===== config.mk =====
export PLATFORM = sky130hd
export DESIGN_NAME = update_scheduler_flat
export DESIGN_NICKNAME = d
export VERILOG_FILES = /design/src/rtl/update_scheduler_if.sv /design/src/rtl/update_scheduler.sv /design/src/flat_wrapper.sv
export SDC_FILE = /design/constraint.sdc
export NUM_CORES = 1
export LEC_CHECK = 0
export ABC_AREA = 1
export ABC_CLOCK_PERIOD_IN_PS = 5400
export BUFFER_PORTS_ARGS = -buffer_cell sky130_fd_sc_hd__buf_4
export CAP_MARGIN = 20
export CORE_ASPECT_RATIO = 1.1
export CORE_UTILIZATION = 25
export CTS_CLUSTER_DIAMETER = 150
export DETAILED_ROUTE_END_ITERATION = 6
export GPL_ROUTABILITY_DRIVEN = 0
export GPL_TIMING_DRIVEN = 0
export PLACE_DENSITY = 0.42
export RECOVER_POWER = 50
export SETUP_SLACK_MARGIN = 0.4
export SYNTH_ARGS = -nofsm -noshare
export SYNTH_HDL_FRONTEND = slang
export SYNTH_SLANG_ARGS = --single-unit
export TNS_END_PERCENT = 1

===== constraint.sdc =====
create_clock -name clk -period 5.4 [get_ports clk]
set_input_delay 1.08 -clock clk [delete_from_list [all_inputs] [get_ports clk]]
set_output_delay 1.08 -clock clk [all_outputs]
set_load 0.02 [all_outputs]

===== src/rtl/update_scheduler_if.sv =====
// Update-stream handshake between an update producer and the scheduler.
// The producer owns valid and payload; the scheduler owns ready.
interface update_scheduler_if #(
  parameter int PRED_W   = 5,
  parameter int WEIGHT_W = 32
);
  logic                upd_valid;
  logic                upd_ready;
  logic [PRED_W-1:0]   upd_src;
  logic [PRED_W-1:0]   upd_dst;
  logic [WEIGHT_W-1:0] upd_w;
  logic                upd_last;

  modport master (
    output upd_valid, upd_src, upd_dst, upd_w, upd_last,
    input  upd_ready
  );

  modport slave (
    input  upd_valid, upd_src, upd_dst, upd_w, upd_last,
    output upd_ready
  );
endinterface


===== src/rtl/update_scheduler.sv =====
// Buffers edge updates, writes them into the adjacency matrix (optionally with a
// negated reverse edge) and runs the Bellman then cycle-detect engines after each batch.
module update_scheduler #(
  parameter int VERTS    = 32,
  parameter int WEIGHT_W = 32,
  parameter int QDEPTH   = 4,
  parameter int REV_MODE = 1,
  parameter int TIMEOUT  = 65535,
  localparam int PRED_W  = $clog2(VERTS)
) (
  input  logic                clk,
  input  logic                sched_reset_n,
  update_scheduler_if.slave   upd,
  output logic                adj_we,
  output logic [PRED_W-1:0]   adj_row,
  output logic [PRED_W-1:0]   adj_col,
  output logic [WEIGHT_W-1:0] adj_data,
  output logic                bf_start,
  output logic                cd_start,
  input  logic                bf_done,
  input  logic                cd_done,
  output logic [1:0]          eng_sel,
  output logic                busy,
  output logic                run_done,
  output logic                err_timeout,
  output logic [2:0]          state_dbg
);

  localparam int  ENT_W  = 2 * PRED_W + WEIGHT_W + 1;
  localparam int  AW     = $clog2(QDEPTH);
  localparam int  CW     = AW + 1;
  localparam int  CNT_W  = $clog2(TIMEOUT + 1) + 1;
  localparam bit  REV_EN = (REV_MODE != 32'd0);

  typedef enum logic [2:0] {
    S_IDLE     = 3'd0,
    S_WR_FWD   = 3'd1,
    S_WR_REV   = 3'd2,
    S_START_BF = 3'd3,
    S_RUN_BF   = 3'd4,
    S_START_CD = 3'd5,
    S_RUN_CD   = 3'd6,
    S_DONE     = 3'd7
  } state_t;

  state_t              state_r, state_nxt_s;
  logic [ENT_W-1:0]    fifo_mem_r [QDEPTH];
  logic [AW-1:0]       wr_ptr_r, rd_ptr_r;
  logic [CW-1:0]       count_r, count_nxt_s;
  logic                upd_ready_r;
  logic [ENT_W-1:0]    entry_r;
  logic [CNT_W-1:0]    tmo_cnt_r;
  logic                push_s, pop_s, empty_s, cnt_clr_s, cnt_inc_s, tmo_hit_s;
  logic                ent_last_s;
  logic [PRED_W-1:0]   ent_src_s, ent_dst_s;
  logic [WEIGHT_W-1:0] ent_w_s;

  assign upd.upd_ready = upd_ready_r;
  assign push_s        = upd.upd_valid && upd_ready_r;
  assign empty_s       = (count_r == {CW{1'b0}});
  assign {ent_last_s, ent_src_s, ent_dst_s, ent_w_s} = entry_r;

  // Next FIFO occupancy; simultaneous push and pop cancel out.
  always_comb begin
    count_nxt_s = count_r;
    case ({push_s, pop_s})
      2'b10:   count_nxt_s = count_r + CW'(32'd1);
      2'b01:   count_nxt_s = count_r - CW'(32'd1);
      default: count_nxt_s = count_r;
    endcase
  end

  // Update FIFO storage, pointers, occupancy and the registered ready flag.
  always_ff @(posedge clk or negedge sched_reset_n) begin
    if (!sched_reset_n) begin
      for (int i = 0; i < QDEPTH; i++) fifo_mem_r[i] <= {ENT_W{1'b0}};
      wr_ptr_r    <= {AW{1'b0}};
      rd_ptr_r    <= {AW{1'b0}};
      count_r     <= {CW{1'b0}};
      upd_ready_r <= 1'b0;
      entry_r     <= {ENT_W{1'b0}};
    end else begin
      if (push_s) begin
        fifo_mem_r[wr_ptr_r] <= {upd.upd_last, upd.upd_src, upd.upd_dst, upd.upd_w};
        wr_ptr_r             <= wr_ptr_r + AW'(32'd1);
      end
      if (pop_s) begin
        entry_r  <= fifo_mem_r[rd_ptr_r];
        rd_ptr_r <= rd_ptr_r + AW'(32'd1);
      end
      count_r     <= count_nxt_s;
      upd_ready_r <= (count_nxt_s != CW'(QDEPTH));
    end
  end

  // Sequencer next-state logic and counter/FIFO control strobes.
  always_comb begin
    state_nxt_s = state_r;
    pop_s       = 1'b0;
    cnt_clr_s   = 1'b0;
    cnt_inc_s   = 1'b0;
    tmo_hit_s   = 1'b0;
    case (state_r)
      S_IDLE: begin
        if (!empty_s) begin
          pop_s       = 1'b1;
          state_nxt_s = S_WR_FWD;
        end else begin
          state_nxt_s = S_IDLE;
        end
      end
      S_WR_FWD: begin
        if (REV_EN && (ent_src_s != ent_dst_s)) state_nxt_s = S_WR_REV;
        else if (ent_last_s)                    state_nxt_s = S_START_BF;
        else                                    state_nxt_s = S_IDLE;
      end
      S_WR_REV: begin
        if (ent_last_s) state_nxt_s = S_START_BF;
        else            state_nxt_s = S_IDLE;
      end
      S_START_BF: begin
        cnt_clr_s   = 1'b1;
        state_nxt_s = S_RUN_BF;
      end
      S_RUN_BF: begin
        if (bf_done) begin
          state_nxt_s = S_START_CD;
        end else if (tmo_cnt_r == CNT_W'(TIMEOUT - 1)) begin
          tmo_hit_s   = 1'b1;
          state_nxt_s = S_DONE;
        end else begin
          cnt_inc_s   = 1'b1;
        end
      end
      S_START_CD: begin
        cnt_clr_s   = 1'b1;
        state_nxt_s = S_RUN_CD;
      end
      S_RUN_CD: begin
        if (cd_done) begin
          state_nxt_s = S_DONE;
        end else if (tmo_cnt_r == CNT_W'(TIMEOUT - 1)) begin
          tmo_hit_s   = 1'b1;
          state_nxt_s = S_DONE;
        end else begin
          cnt_inc_s   = 1'b1;
        end
      end
      S_DONE:  state_nxt_s = S_IDLE;
      default: state_nxt_s = S_IDLE;
    endcase
  end

  // State register, engine watchdog counter and sticky timeout flag.
  always_ff @(posedge clk or negedge sched_reset_n) begin
    if (!sched_reset_n) begin
      state_r     <= S_IDLE;
      tmo_cnt_r   <= {CNT_W{1'b0}};
      err_timeout <= 1'b0;
    end else begin
      state_r <= state_nxt_s;
      if (cnt_clr_s)      tmo_cnt_r <= {CNT_W{1'b0}};
      else if (cnt_inc_s) tmo_cnt_r <= tmo_cnt_r + CNT_W'(32'd1);
      if (tmo_hit_s)      err_timeout <= 1'b1;
    end
  end

  // Registered decode of the current state; outputs trail the state by one cycle.
  always_ff @(posedge clk or negedge sched_reset_n) begin
    if (!sched_reset_n) begin
      adj_we    <= 1'b0;
      adj_row   <= {PRED_W{1'b0}};
      adj_col   <= {PRED_W{1'b0}};
      adj_data  <= {WEIGHT_W{1'b0}};
      bf_start  <= 1'b0;
      cd_start  <= 1'b0;
      eng_sel   <= 2'd0;
      busy      <= 1'b0;
      run_done  <= 1'b0;
      state_dbg <= 3'd0;
    end else begin
      adj_we <= (state_r == S_WR_FWD) || (state_r == S_WR_REV);
      if (state_r == S_WR_REV) begin
        adj_row  <= ent_dst_s;
        adj_col  <= ent_src_s;
        // Two's-complement negate; the most negative weight maps onto itself.
        adj_data <= (~ent_w_s) + WEIGHT_W'(32'd1);
      end else begin
        adj_row  <= ent_src_s;
        adj_col  <= ent_dst_s;
        adj_data <= ent_w_s;
      end
      bf_start <= (state_r == S_START_BF);
      cd_start <= (state_r == S_START_CD);
      case (state_r)
        S_START_BF, S_RUN_BF: eng_sel <= 2'd1;
        S_START_CD, S_RUN_CD: eng_sel <= 2'd2;
        default:              eng_sel <= 2'd0;
      endcase
      busy      <= !((state_r == S_IDLE) && empty_s);
      run_done  <= (state_r == S_DONE);
      state_dbg <= state_r;
    end
  end

endmodule


===== src/flat_wrapper.sv =====
// flat-port wrapper written by rule: the top's interface ports become plain ports
module update_scheduler_flat 
#(
  parameter int VERTS    = 32,
  parameter int WEIGHT_W = 32,
  parameter int QDEPTH   = 4,
  parameter int REV_MODE = 1,
  parameter int TIMEOUT  = 65535,
  localparam int PRED_W  = $clog2(VERTS)
)
  (clk, sched_reset_n, adj_we, adj_row, adj_col, adj_data, bf_start, cd_start, bf_done, cd_done, eng_sel, busy, run_done, err_timeout, state_dbg, upd_upd_valid, upd_upd_src, upd_upd_dst, upd_upd_w, upd_upd_last, upd_upd_ready);
  update_scheduler_if #(.PRED_W((5)), .WEIGHT_W(WEIGHT_W)) upd_i ();
  input  logic clk;
  input  logic sched_reset_n;
  output logic adj_we;
  output logic [PRED_W-1:0] adj_row;
  output logic [PRED_W-1:0] adj_col;
  output logic [WEIGHT_W-1:0] adj_data;
  output logic bf_start;
  output logic cd_start;
  input  logic bf_done;
  input  logic cd_done;
  output logic [1:0] eng_sel;
  output logic busy;
  output logic run_done;
  output logic err_timeout;
  output logic [2:0] state_dbg;
  input wire logic [$bits(upd_i.upd_valid)-1:0] upd_upd_valid;
  input wire logic [$bits(upd_i.upd_src)-1:0] upd_upd_src;
  input wire logic [$bits(upd_i.upd_dst)-1:0] upd_upd_dst;
  input wire logic [$bits(upd_i.upd_w)-1:0] upd_upd_w;
  input wire logic [$bits(upd_i.upd_last)-1:0] upd_upd_last;
  output wire logic [$bits(upd_i.upd_ready)-1:0] upd_upd_ready;
  assign upd_i.upd_valid = upd_upd_valid;
  assign upd_i.upd_src = upd_upd_src;
  assign upd_i.upd_dst = upd_upd_dst;
  assign upd_i.upd_w = upd_upd_w;
  assign upd_i.upd_last = upd_upd_last;
  assign upd_upd_ready = upd_i.upd_ready;
  update_scheduler #(.VERTS(VERTS), .WEIGHT_W(WEIGHT_W), .QDEPTH(QDEPTH), .REV_MODE(REV_MODE), .TIMEOUT(TIMEOUT)) u_core (.clk(clk), .sched_reset_n(sched_reset_n), .upd(upd_i), .adj_we(adj_we), .adj_row(adj_row), .adj_col(adj_col), .adj_data(adj_data), .bf_start(bf_start), .cd_start(cd_start), .bf_done(bf_done), .cd_done(cd_done), .eng_sel(eng_sel), .busy(busy), .run_done(run_done), .err_timeout(err_timeout), .state_dbg(state_dbg));
endmodule

==> results of run 1 <==
cell type report:
cell class / instances / area [µm²] / share of cell area, %
flip-flops and latches: 296 / 7410 / 46.3
multi-input cells: 1065 / 4970 / 31.0
clock buffers: 49 / 1010 / 6.29
well taps: 675 / 845 / 5.28
repair buffers: 104 / 837 / 5.23
inverters: 119 / 447 / 2.79
plain buffers: 85 / 385 / 2.41
clock inverters: 12 / 110 / 0.688
critical path, delay by kind of cell (launching register included):
family / cells / cell delay, ps
AND/OR/NAND/NOR: 4 / 720
XOR/XNOR: 1 / 170
adder cells (fa/ha/maj): 2 / 540
flip-flops: 1 / 400
AO/OA/AOI/OAI: 2 / 250
buffers and inverters: 6 / 1350
metrics by stage:
step / hold WS (ps) / setup slack [ps]
CTS: 288 / 2560
global route: 404 / 1470
global placement: 355 / 343
finish: 382 / 1840
floorplan: 349 / 3080
detailed placement: 362 / 2580
final timing paths:
check / startpoint / to / slack (ps) / depth (start not counted)
max reg2reg: u_core.state_r[0] / u_core.upd.upd_ready / 1840 / 15
min reg2reg: u_core.state_r[2] / u_core.state_dbg[2] / 380 / 0
min in group asynchronous: sched_reset_n / u_core.eng_sel[0] / 550 / 1
min: u_core.state_r[2] / u_core.state_dbg[2] / 380 / 0
max in group asynchronous: sched_reset_n / u_core.fifo_mem_r[166] / 2980 / 4
max: u_core.state_r[0] / u_core.upd.upd_ready / 1840 / 15
kinds of logic (layout without fill, tap and decap cells):
group           Yosys count  after routing  share of synthesized area [%]
compound gates          387            387                           15.3
xor+xnor                 28             28                           1.84
simple gates            641            641                           19.7
buf+inv                 204            369                           6.66
flops                   296            296                           55.6
fa+ha+maj                 9              9                          0.902
routing by layer:
layer / vias up / share of wire, % / wire length, µm
met1: 5359 / 48 / 20300
met4: 0 / 2.3 / 965
met5: - / 0 / 0
met3: 51 / 3.8 / 1630
met2: 216 / 46 / 19600
li1: 5366 / - / -
synth_stat cells, types with 7 or more instances:
library cell | n | area share (%)
nand2_2 | 9 | 0.42
buf_2 | 31 | 1.2
o21ai_0 | 305 | 11
ha_1 | 8 | 0.75
xor2_1 | 26 | 1.7
buf_6 | 7 | 0.59
nor2_1 | 164 | 4.6
clkbuf_1 | 39 | 1.1
dfrtp_1 | 296 | 56
inv_1 | 114 | 3.2
nand4_1 | 17 | 0.80
nand3_1 | 37 | 1.4
o21ai_1 | 21 | 0.79
nand2_1 | 393 | 11
o22ai_1 | 42 | 2.0
state kept, by name, indices dropped and copies added, names as in the netlist:
name / count
u_core.adj_col: 5
u_core.state_dbg: 3
u_core.rd_ptr_r: 2
u_core.eng_sel: 2
u_core.cd_start: 1
u_core.bf_start: 1
u_core.tmo_cnt_r: 17
u_core.entry_r: 43
u_core.adj_data: 32
u_core.upd.upd_ready: 1
u_core.busy: 1
u_core.run_done: 1
u_core.adj_we: 1
u_core.count_r: 3
u_core.state_r: 3
u_core.err_timeout: 1
u_core.fifo_mem_r: 172
u_core.adj_row: 5
u_core.wr_ptr_r: 2
power groups by stage:
stage               clock network, mW  registers (mW)  logic [mW]
floorplan                           0            3.79        2.44
global placement                    0            3.71        4.14
detailed placement                  0            3.73        4.18
CTS                              2.40            3.69        4.20
global route                     2.48            3.81        4.59
finish                           2.32            3.69        4.06
==> metrics.txt, run 1 <==
peak supply drop 0.204 mV; worst-path fanout max 10; Seq/Total Area, Yosys 55.6%; Worst-path clk slew 60 ps; DRT Pass-1 Iters 5; layout cells sized above 1 12.3%; Post-Syn Nets 1,622; TritonCTS clock tree yes; antenna viol nets, final 0; GRT Util Overall 16.0%; Final #Nets 1,762; Seq cells post-synth 296; clock skew 28.1 ps; maximum operating frequency 0.281 GHz; Avg Inst Size Synth 8.51 µm²; Placed Instance Area 15,000 µm²; max cap viols 0; antenna cells 0; Area growth syn-to-layout 20.2%; core area 52,500 µm²; die footprint 54,200 µm²; Clk network pwr share 23.1%; Setup crit end kind register; met2 Resource Use GR 25.9%; Combinational Power Share 40.3%; Yosys cell types 36; Fillers 5,628; Setup TNS 0 ps; final period utilization 65.9%; io pins 102; most frequent CP cell inv_1; Net Switching 4.25 mW; Cells after DPL 2,344; CP Data Required Time 5830 ps; met3 Resource Use GR 2.56%; pwr dens 630 nW/µm²; Mapped Area 13,300 µm²; Startpoint Class register; warnings from Yosys 0; total CTS buffers 34; met1 usage 22.0%; most frequent cells in the layout nand2_1, o21ai_0, dfrtp_1; Arrival @ worst endpoint 3990 ps; Crit Path Category register to register; die outline width 222 µm; Non-Filler Instances 2,405; clock root buffer clkbuf_16; Post-Layout Inst Area 16,000 µm²; Worst Hold Class register to register; busiest grt layer met2; post-cts hold buffer count 0; initial antenna violation count 0; DRT Wirelength 42,500 µm; Initial Utilization 25.4%; Slew Limit Fails 0; outcome finished, final reports clean; CTS sink cnt 296; Overall Power 10.1 mW; Least-Margin Pin Slew 1300 ps; detailed-route wire length per cell 17.7 µm; Slew Limit Headroom 12.4%; Iter 0 DRT Violations 624; first-pass GRT wire length 67,200 µm; pin count of the biggest net entering global routing 112; commonest non-fill, non-tap cell in the layout nand2_1; detailed-route via count 11,000; Async S/R FF share, synth 100%; DRC violation count after routing 0; die height 244 µm; htree depth 2; Mapped Cells 1,565; crit path time final 3560 ps; RSZ-0062 raised after global routing false; Max Buffers Root-to-Sink 3; leakage power 7.51 nW; vias per inst 4.57; Rows 88; Post-synth EDFFs 0; Finished Core Util 30.5%; cell chain of the critical path clkbuf_1 -> nor2_1 -> inv_1 -> nor2_1 -> nand2_1 -> inv_1 -> clkbuf_1 -> buf_6 -> ha_1 -> inv_1 -> fa_1 -> a21oi_1 -> o21ai_0 -> xor2_1 -> nand2_1; Int Power 5.83 mW; postcts setup bufs 0; hpwl dp 30,100 µm; vias in the first global route 11,200; endpoints failing setup 0; Sequential Power Share 36.7%; slowest CP cell clkbuf_1; grt total ovfl 0; I/O Buffers 101; final hold violation count 0; post_cts resized 0; switching portion of total power 42.1%; Main synth FF type dfrtp_1; Worst-Skew Late Latency 560 ps; largest stage delay on the critical path 610 ps
Note: power is estimated with default switching activity, not from simulation.
==> inputs of run 2 (changes only) <==
--- a/config.mk
+++ b/config.mk
@@ -6,7 +6,7 @@
 export NUM_CORES = 1
 export LEC_CHECK = 0
 export ABC_AREA = 1
-export ABC_CLOCK_PERIOD_IN_PS = 5400
+export ABC_CLOCK_PERIOD_IN_PS = 3600
 export BUFFER_PORTS_ARGS = -buffer_cell sky130_fd_sc_hd__buf_4
 export CAP_MARGIN = 20
 export CORE_ASPECT_RATIO = 1.1
==> constraint.sdc (replaced) <==
create_clock -name clk -period 3.6 [get_ports clk]
set_input_delay 0.72 -clock clk [delete_from_list [all_inputs] [get_ports clk]]
set_output_delay 0.72 -clock clk [all_outputs]
set_load 0.02 [all_outputs]
==> run 2 against run 1 <==
  * Via count decreased by 0.58%
  * Utilization is 0.36 points lower
  * Cell count about the same
  * Combinational power is 45% higher
  * Critical path depth down 9
  * Routed wire length up 0.21%
==> metrics.txt, run 2 (synthesized netlist as in run 1, its figures left out) <==
pin count of the biggest net entering global routing 112 (unchanged); die outline width 222 µm (unchanged); Post-Layout Inst Area 15,800 µm² (was 16,000 µm²); cell chain of the critical path clkbuf_1 -> nor3_1 -> clkbuf_1 -> clkbuf_1 -> nand2_1 -> o21ai_0 (was clkbuf_1 -> nor2_1 -> inv_1 -> nor2_1 -> nand2_1 -> inv_1 -> clkbuf_1 -> buf_6 -> ha_1 -> inv_1 -> fa_1 -> a21oi_1 -> o21ai_0 -> xor2_1 -> nand2_1); die footprint 54,200 µm² (unchanged); Worst-path clk slew 60 ps (about the same); Slew Limit Headroom 9.85% (was 12.4%); Worst-Skew Late Latency 560 ps (about the same); Area growth syn-to-layout 18.8% (was 20.2%); final hold violation count 0 (unchanged); CP Data Required Time 4020 ps (was 5830 ps); largest stage delay on the critical path 1090 ps (was 610 ps); Placed Instance Area 15,000 µm² (unchanged); Top reg by flops u_core.fifo_mem_r (unchanged); Non-Filler Instances 2,406 (was 2,405); CP bufs+invs 3 (was 6); vias per inst 4.54 (was 4.57); TritonCTS clock tree yes (unchanged); Max Buffers Root-to-Sink 3 (unchanged); outcome finished, final reports clean (unchanged); number of flip-flops in the largest register 172 (unchanged); Arrival @ worst endpoint 3440 ps (was 3990 ps); Top Family by Delay on Critical Path simple AND/OR/NAND/NOR gates (was buffers and inverters); detailed-route via count 10,900 (was 11,000); clock root buffer clkbuf_16 (unchanged); first-pass GRT wire length 67,200 µm (about the same); htree depth 2 (unchanged); Rows 88 (unchanged); FF-to-FF End u_core.adj_data[1] (was u_core.upd.upd_ready); hpwl dp 30,100 µm (unchanged); Worst Hold Class register to register (unchanged); most frequent CP cell clkbuf_1 (was inv_1); clock skew 26.0 ps (was 28.1 ps); endpoints failing setup 0 (unchanged); core area 52,500 µm² (unchanged); max cap viols 0 (unchanged); Hold Path End u_core.state_dbg[2] (unchanged); DRT Wirelength 42,600 µm (was 42,500 µm); Initial Utilization 25.4% (unchanged); commonest non-fill, non-tap cell in the layout nand2_1 (unchanged); Least-Margin Pin Slew 1340 ps (was 1300 ps); peak supply drop 0.307 mV (was 0.204 mV); CTS sink cnt 296 (unchanged); flop-to-flop setup slack 570 ps (was 1840 ps); DRT Pass-1 Iters 5 (unchanged); Startpoint Class register (unchanged); Final #Nets 1,763 (was 1,762); worst reg-to-reg path cell count 6 (was 15); HP Start u_core.state_r[2] (unchanged); antenna cells 0 (unchanged); leakage power 7.30 nW (was 7.51 nW); detailed-route wire length per cell 17.7 µm (about the same); Iter 0 DRT Violations 626 (was 624); crit path time final 3030 ps (was 3560 ps); pwr dens 944 nW/µm² (was 630 nW/µm²); total CTS buffers 34 (unchanged); start of the worst register-to-register path u_core.state_r[0] (unchanged); most frequent cells in the layout nand2_1, o21ai_0, dfrtp_1 (unchanged); I/O Buffers 101 (unchanged); slowest CP cell nor3_1 (was clkbuf_1); RSZ-0062 raised after global routing false (unchanged); vias in the first global route 11,200 (about the same); Slew Limit Fails 0 (unchanged); Cells after DPL 2,344 (unchanged); io pins 102 (unchanged); worst-path fanout max 10 (unchanged); DRC violation count after routing 0 (unchanged); Fillers 5,664 (was 5,628); antenna viol nets, final 0 (unchanged); maximum operating frequency 0.330 GHz (was 0.281 GHz); grt total ovfl 0 (unchanged); Setup crit end kind register (unchanged); Regs by FF count u_core.fifo_mem_r: 172 flops, u_core.entry_r: 43 flops, u_core.adj_data: 32 flops (unchanged); final period utilization 84.1% (was 65.9%); die height 244 µm (unchanged); GRT Util Overall 16.0% (about the same); Hold Path Depth 0 (unchanged); initial antenna violation count 0 (unchanged); Crit Path Category register to register (unchanged); layout cells sized above 1 8.78% (was 12.3%)
==> run 2: cell types whose count changed in the layout (fill, tap and decap cells not counted), sizes merged <==
cell | before | now
dlygate4sd3 | 0 | 1
clkbuf | 103 | 166
buf | 135 | 72
==> run 2: area by class of cell <==
cell class / count / area, µm² / area share, %
inverter: 119 / 447 / 2.82
clock inverter: 12 / 110 / 0.696
multi-input combinational: 1065 / 4970 / 31.4
timing repair buffer: 105 / 644 / 4.07
clock buffer: 49 / 1010 / 6.37
sequential: 296 / 7410 / 46.8
buffer: 85 / 385 / 2.44
tap: 675 / 845 / 5.34
==> run 2: worst max path at each step <==
stage,depth (start not counted),slack (ps),startpoint,end
final,6,570,u_core.state_r[0],u_core.adj_data[1]
after global routing,6,350,u_core.state_r[0],u_core.adj_data[1]
after CTS,15,760,u_core.state_r[0],u_core.upd.upd_ready
after detailed placement,15,780,u_core.state_r[0],u_core.upd.upd_ready
after global placement,1,-1100,sched_reset_n,u_core.fifo_mem_r[121]
after floorplan,15,1280,u_core.state_r[0],u_core.upd.upd_ready
==> run 2: where the power goes <==
group          switching [mW]  internal (mW)
sequential              0.781           4.76
combinational            4.14           1.76
clock                    1.46           2.03
total                    6.38           8.55
==> run 2: timing repair <==
action	in CTS	in global routing
endpoints found under the hold margin	9	0
buffers inserted	0	0
gates resized for setup	0	0
hold buffers	1	0
==> run 2: through the flow <==
stage	power, mW	hold WS (ps)	TNS [ps]	utilization [%]	setup slack (ps)
2_1_floorplan	9.35	349	0	-	1280
3_3_place_gp	11.8	355	-307980	28.4	-1100
3_5_place_dp	11.9	362	0	28.6	785
4_1_cts	15.4	377	0	30.7	759
5_1_grt	16.1	404	0	30.1	352
6_report	14.9	382	0	30.1	571
==> run 2: routing by layer <==
metal  up-vias  global-route usage, %  share of wire, %
li1       5367                      -                 -
met1      5309                   22.0                48
met2       203                   25.9                46
met3        49                   2.57               3.7
met4         0                   4.74               2.2
met5         -                      0                 0
==> inputs of run 3 (changes only) <==
--- a/config.mk
+++ b/config.mk
@@ -6,7 +6,7 @@
 export NUM_CORES = 1
 export LEC_CHECK = 0
 export ABC_AREA = 1
-export ABC_CLOCK_PERIOD_IN_PS = 3600
+export ABC_CLOCK_PERIOD_IN_PS = 3040
 export BUFFER_PORTS_ARGS = -buffer_cell sky130_fd_sc_hd__buf_4
 export CAP_MARGIN = 20
 export CORE_ASPECT_RATIO = 1.1
==> constraint.sdc (replaced) <==
create_clock -name clk -period 3.04 [get_ports clk]
set_input_delay 0.608 -clock clk [delete_from_list [all_inputs] [get_ports clk]]
set_output_delay 0.608 -clock clk [all_outputs]
set_load 0.02 [all_outputs]
==> run 3 against run 2 <==
  * Clock power rose by 18%
  * Fmax rose by 16%
  * Total power rose by 19%
  * Combinational power rose by 21%
  * Utilization rose by 0.20 points
  * Clock skew barely moved
  * Sequential power rose by 18%
  * Worst setup slack got worse by 140 ps
  * Sequential share of layout area fell by 0.31 points
  * Cell count rose by 0.25%
==> metrics.txt, run 3 (synthesized netlist as in run 1, its figures left out) <==
antenna cells 0 (unchanged); Top reg by flops u_core.fifo_mem_r (unchanged); number of flip-flops in the largest register 172 (unchanged); total CTS buffers 34 (unchanged); Combinational Power Share 40.0% (was 39.5%); io pins 102 (unchanged); layout cells sized above 1 9.96% (was 8.78%); Multi-input gate area 4970 µm² (about the same); register area 7410 µm² (unchanged); detailed-route via count 11,000 (was 10,900); I/O Buffers 101 (unchanged); max cap viols 0 (unchanged); first-pass GRT wire length 67,300 µm (was 67,200 µm); Fillers 5,649 (was 5,664); Least-Margin Pin Slew 1370 ps (was 1340 ps); detailed-route wire length per cell 17.7 µm (about the same); die footprint 54,200 µm² (unchanged); CTS sink cnt 296 (unchanged); Setup crit end kind register (unchanged); DRT Pass-1 Iters 5 (unchanged); Clk network pwr share 23.2% (was 23.4%); Sequential Power Share 36.8% (was 37.1%); leakage power 7.38 nW (was 7.30 nW); Worst-path clk slew 60 ps (about the same); initial antenna violation count 0 (unchanged); vias in the first global route 11,200 (about the same); outcome finished, final reports clean (unchanged); die outline width 222 µm (unchanged); Worst Hold Class input pin to register (was register to register); clock skew 26.4 ps (was 26.0 ps); DRT Wirelength 42,700 µm (was 42,600 µm); antenna viol nets, final 0 (unchanged); Final #Nets 1,769 (was 1,763); Max Buffers Root-to-Sink 3 (unchanged); RSZ-0062 raised after global routing false (unchanged); Startpoint Class register (unchanged); commonest non-fill, non-tap cell in the layout nand2_1 (unchanged); DRC violation count after routing 0 (unchanged); endpoints failing setup 0 (unchanged); TritonCTS clock tree yes (unchanged); die height 244 µm (unchanged); crit path time final 2600 ps (was 3030 ps); Iter 0 DRT Violations 601 (was 626); pin count of the biggest net entering global routing 112 (unchanged); Rows 88 (unchanged); grt total ovfl 0 (unchanged); Placed Instance Area 15,000 µm² (unchanged); Int Power 10.2 mW (was 8.55 mW); pwr dens 1120 nW/µm² (was 944 nW/µm²); clock root buffer clkbuf_16 (unchanged); peak supply drop 0.364 mV (was 0.307 mV); Arrival @ worst endpoint 3020 ps (was 3440 ps); Slew Limit Fails 0 (unchanged); Setup TNS 0 ps (unchanged); Worst-Skew Late Latency 560 ps (about the same); GRT Util Overall 16.1% (was 16.0%); vias per inst 4.55 (was 4.54); Post-Layout Inst Area 15,900 µm² (was 15,800 µm²); Fin Hold WS 364 ps (was 382 ps); Net Switching 7.56 mW (was 6.38 mW); htree depth 2 (unchanged); CP Data Required Time 3460 ps (was 4020 ps); switching portion of total power 42.5% (was 42.7%); maximum operating frequency 0.384 GHz (was 0.330 GHz); Area growth syn-to-layout 19.6% (was 18.8%); worst-path fanout max 10 (unchanged); Overall Power 17.8 mW (was 14.9 mW); Regs by FF count u_core.fifo_mem_r: 172 flops, u_core.entry_r: 43 flops, u_core.adj_data: 32 flops (unchanged); most frequent cells in the layout nand2_1, o21ai_0, dfrtp_1 (unchanged); final hold violation count 0 (unchanged); Crit Path Category register to register (unchanged); Slew Limit Headroom 8.11% (was 9.85%); Initial Utilization 25.4% (unchanged); core area 52,500 µm² (unchanged); final period utilization 85.7% (was 84.1%); hpwl dp 30,100 µm (unchanged)
run 3: cell count changes in the layout (fill, tap and decap cells not counted), moves of 2 or more:
cell      previous run  this run
buf_12               0         2
buf_2               14        26
buf_4               47        54
clkbuf_1           122       106
inv_1              114       116
nand2_1            393       397
nand2_2              9         4
o21ai_0            310       304
o21ai_1             20        22
o21ai_2              2         6
run 3: repair_timing:
action / 4_1_cts / 5_1_grt
resized for setup: 7 / 2
endpoints found under the hold margin: 9 / 0
setup buffers: 1 / 5
pin swaps: 2 / 4
hold buffers: 1 / 0
endpoints found under the setup margin: 2 / 2
run 3: routing by layer:
| layer | vias to the layer above | track usage (%) | share of wire, % |
|---|---|---|---|
| met2 | 216 | 26.0 | 46 |
| met5 | - | 0 | 0 |
| met3 | 49 | 2.57 | 3.9 |
| met4 | 0 | 4.74 | 2.2 |
| li1 | 5383 | - | - |
| met1 | 5327 | 22.0 | 48 |
run 3: metrics by stage:
stage,utilization (%),std cells,worst slack (ps)
after floorplan,-,1565,715
after global placement,28.4,2341,-1540
after detailed placement,28.6,2344,225
after CTS,30.8,2407,427
after global routing,30.3,2412,224
final,30.3,2412,436
run 3: final timing paths:
| check | startpoint | endpoint | slack (ps) | depth (start not counted) |
|---|---|---|---|---|
| hold reg to reg | u_core.state_r[2] | u_core.state_dbg[2] | 380 | 0 |
| hold / removal | upd_upd_src[0] | u_core.fifo_mem_r[37] | 360 | 3 |
| setup / recovery | u_core.state_r[2] | u_core.adj_data[1] | 440 | 6 |
| max in group asynchronous | sched_reset_n | u_core.fifo_mem_r[166] | 540 | 5 |
| setup reg to reg | u_core.state_r[2] | u_core.adj_data[1] | 440 | 6 |
| min in group asynchronous | sched_reset_n | u_core.eng_sel[0] | 630 | 2 |
run 3: cell type report:
type,count,share of cell area (%)
clock buffer,49,6.33
multi-input combinational,1065,31.2
inverter,119,2.81
buffer,85,2.84
clock inverter,12,0.692
timing repair buffer,111,4.28
sequential,296,46.5
tap,675,5.30
run 3: critical path: stages (launching register included):
cell and delay [ps]:
dfrtp_1 380, clkbuf_1 210, nor3_1 1120, buf_4 360, buf_4 210, nand2_1 60
o21ai_0 130
run 3: power groups by stage:
| stage | Sequential [mW] | Combinational (mW) | Clock [mW] |
|---|---|---|---|
| 2_1_floorplan | 6.73 | 4.33 | 0 |
| 3_3_place_gp | 6.59 | 7.36 | 0 |
| 3_5_place_dp | 6.62 | 7.43 | 0 |
| 4_1_cts | 6.56 | 7.52 | 4.26 |
| 5_1_grt | 6.77 | 8.06 | 4.41 |
| 6_report | 6.56 | 7.11 | 4.13 |
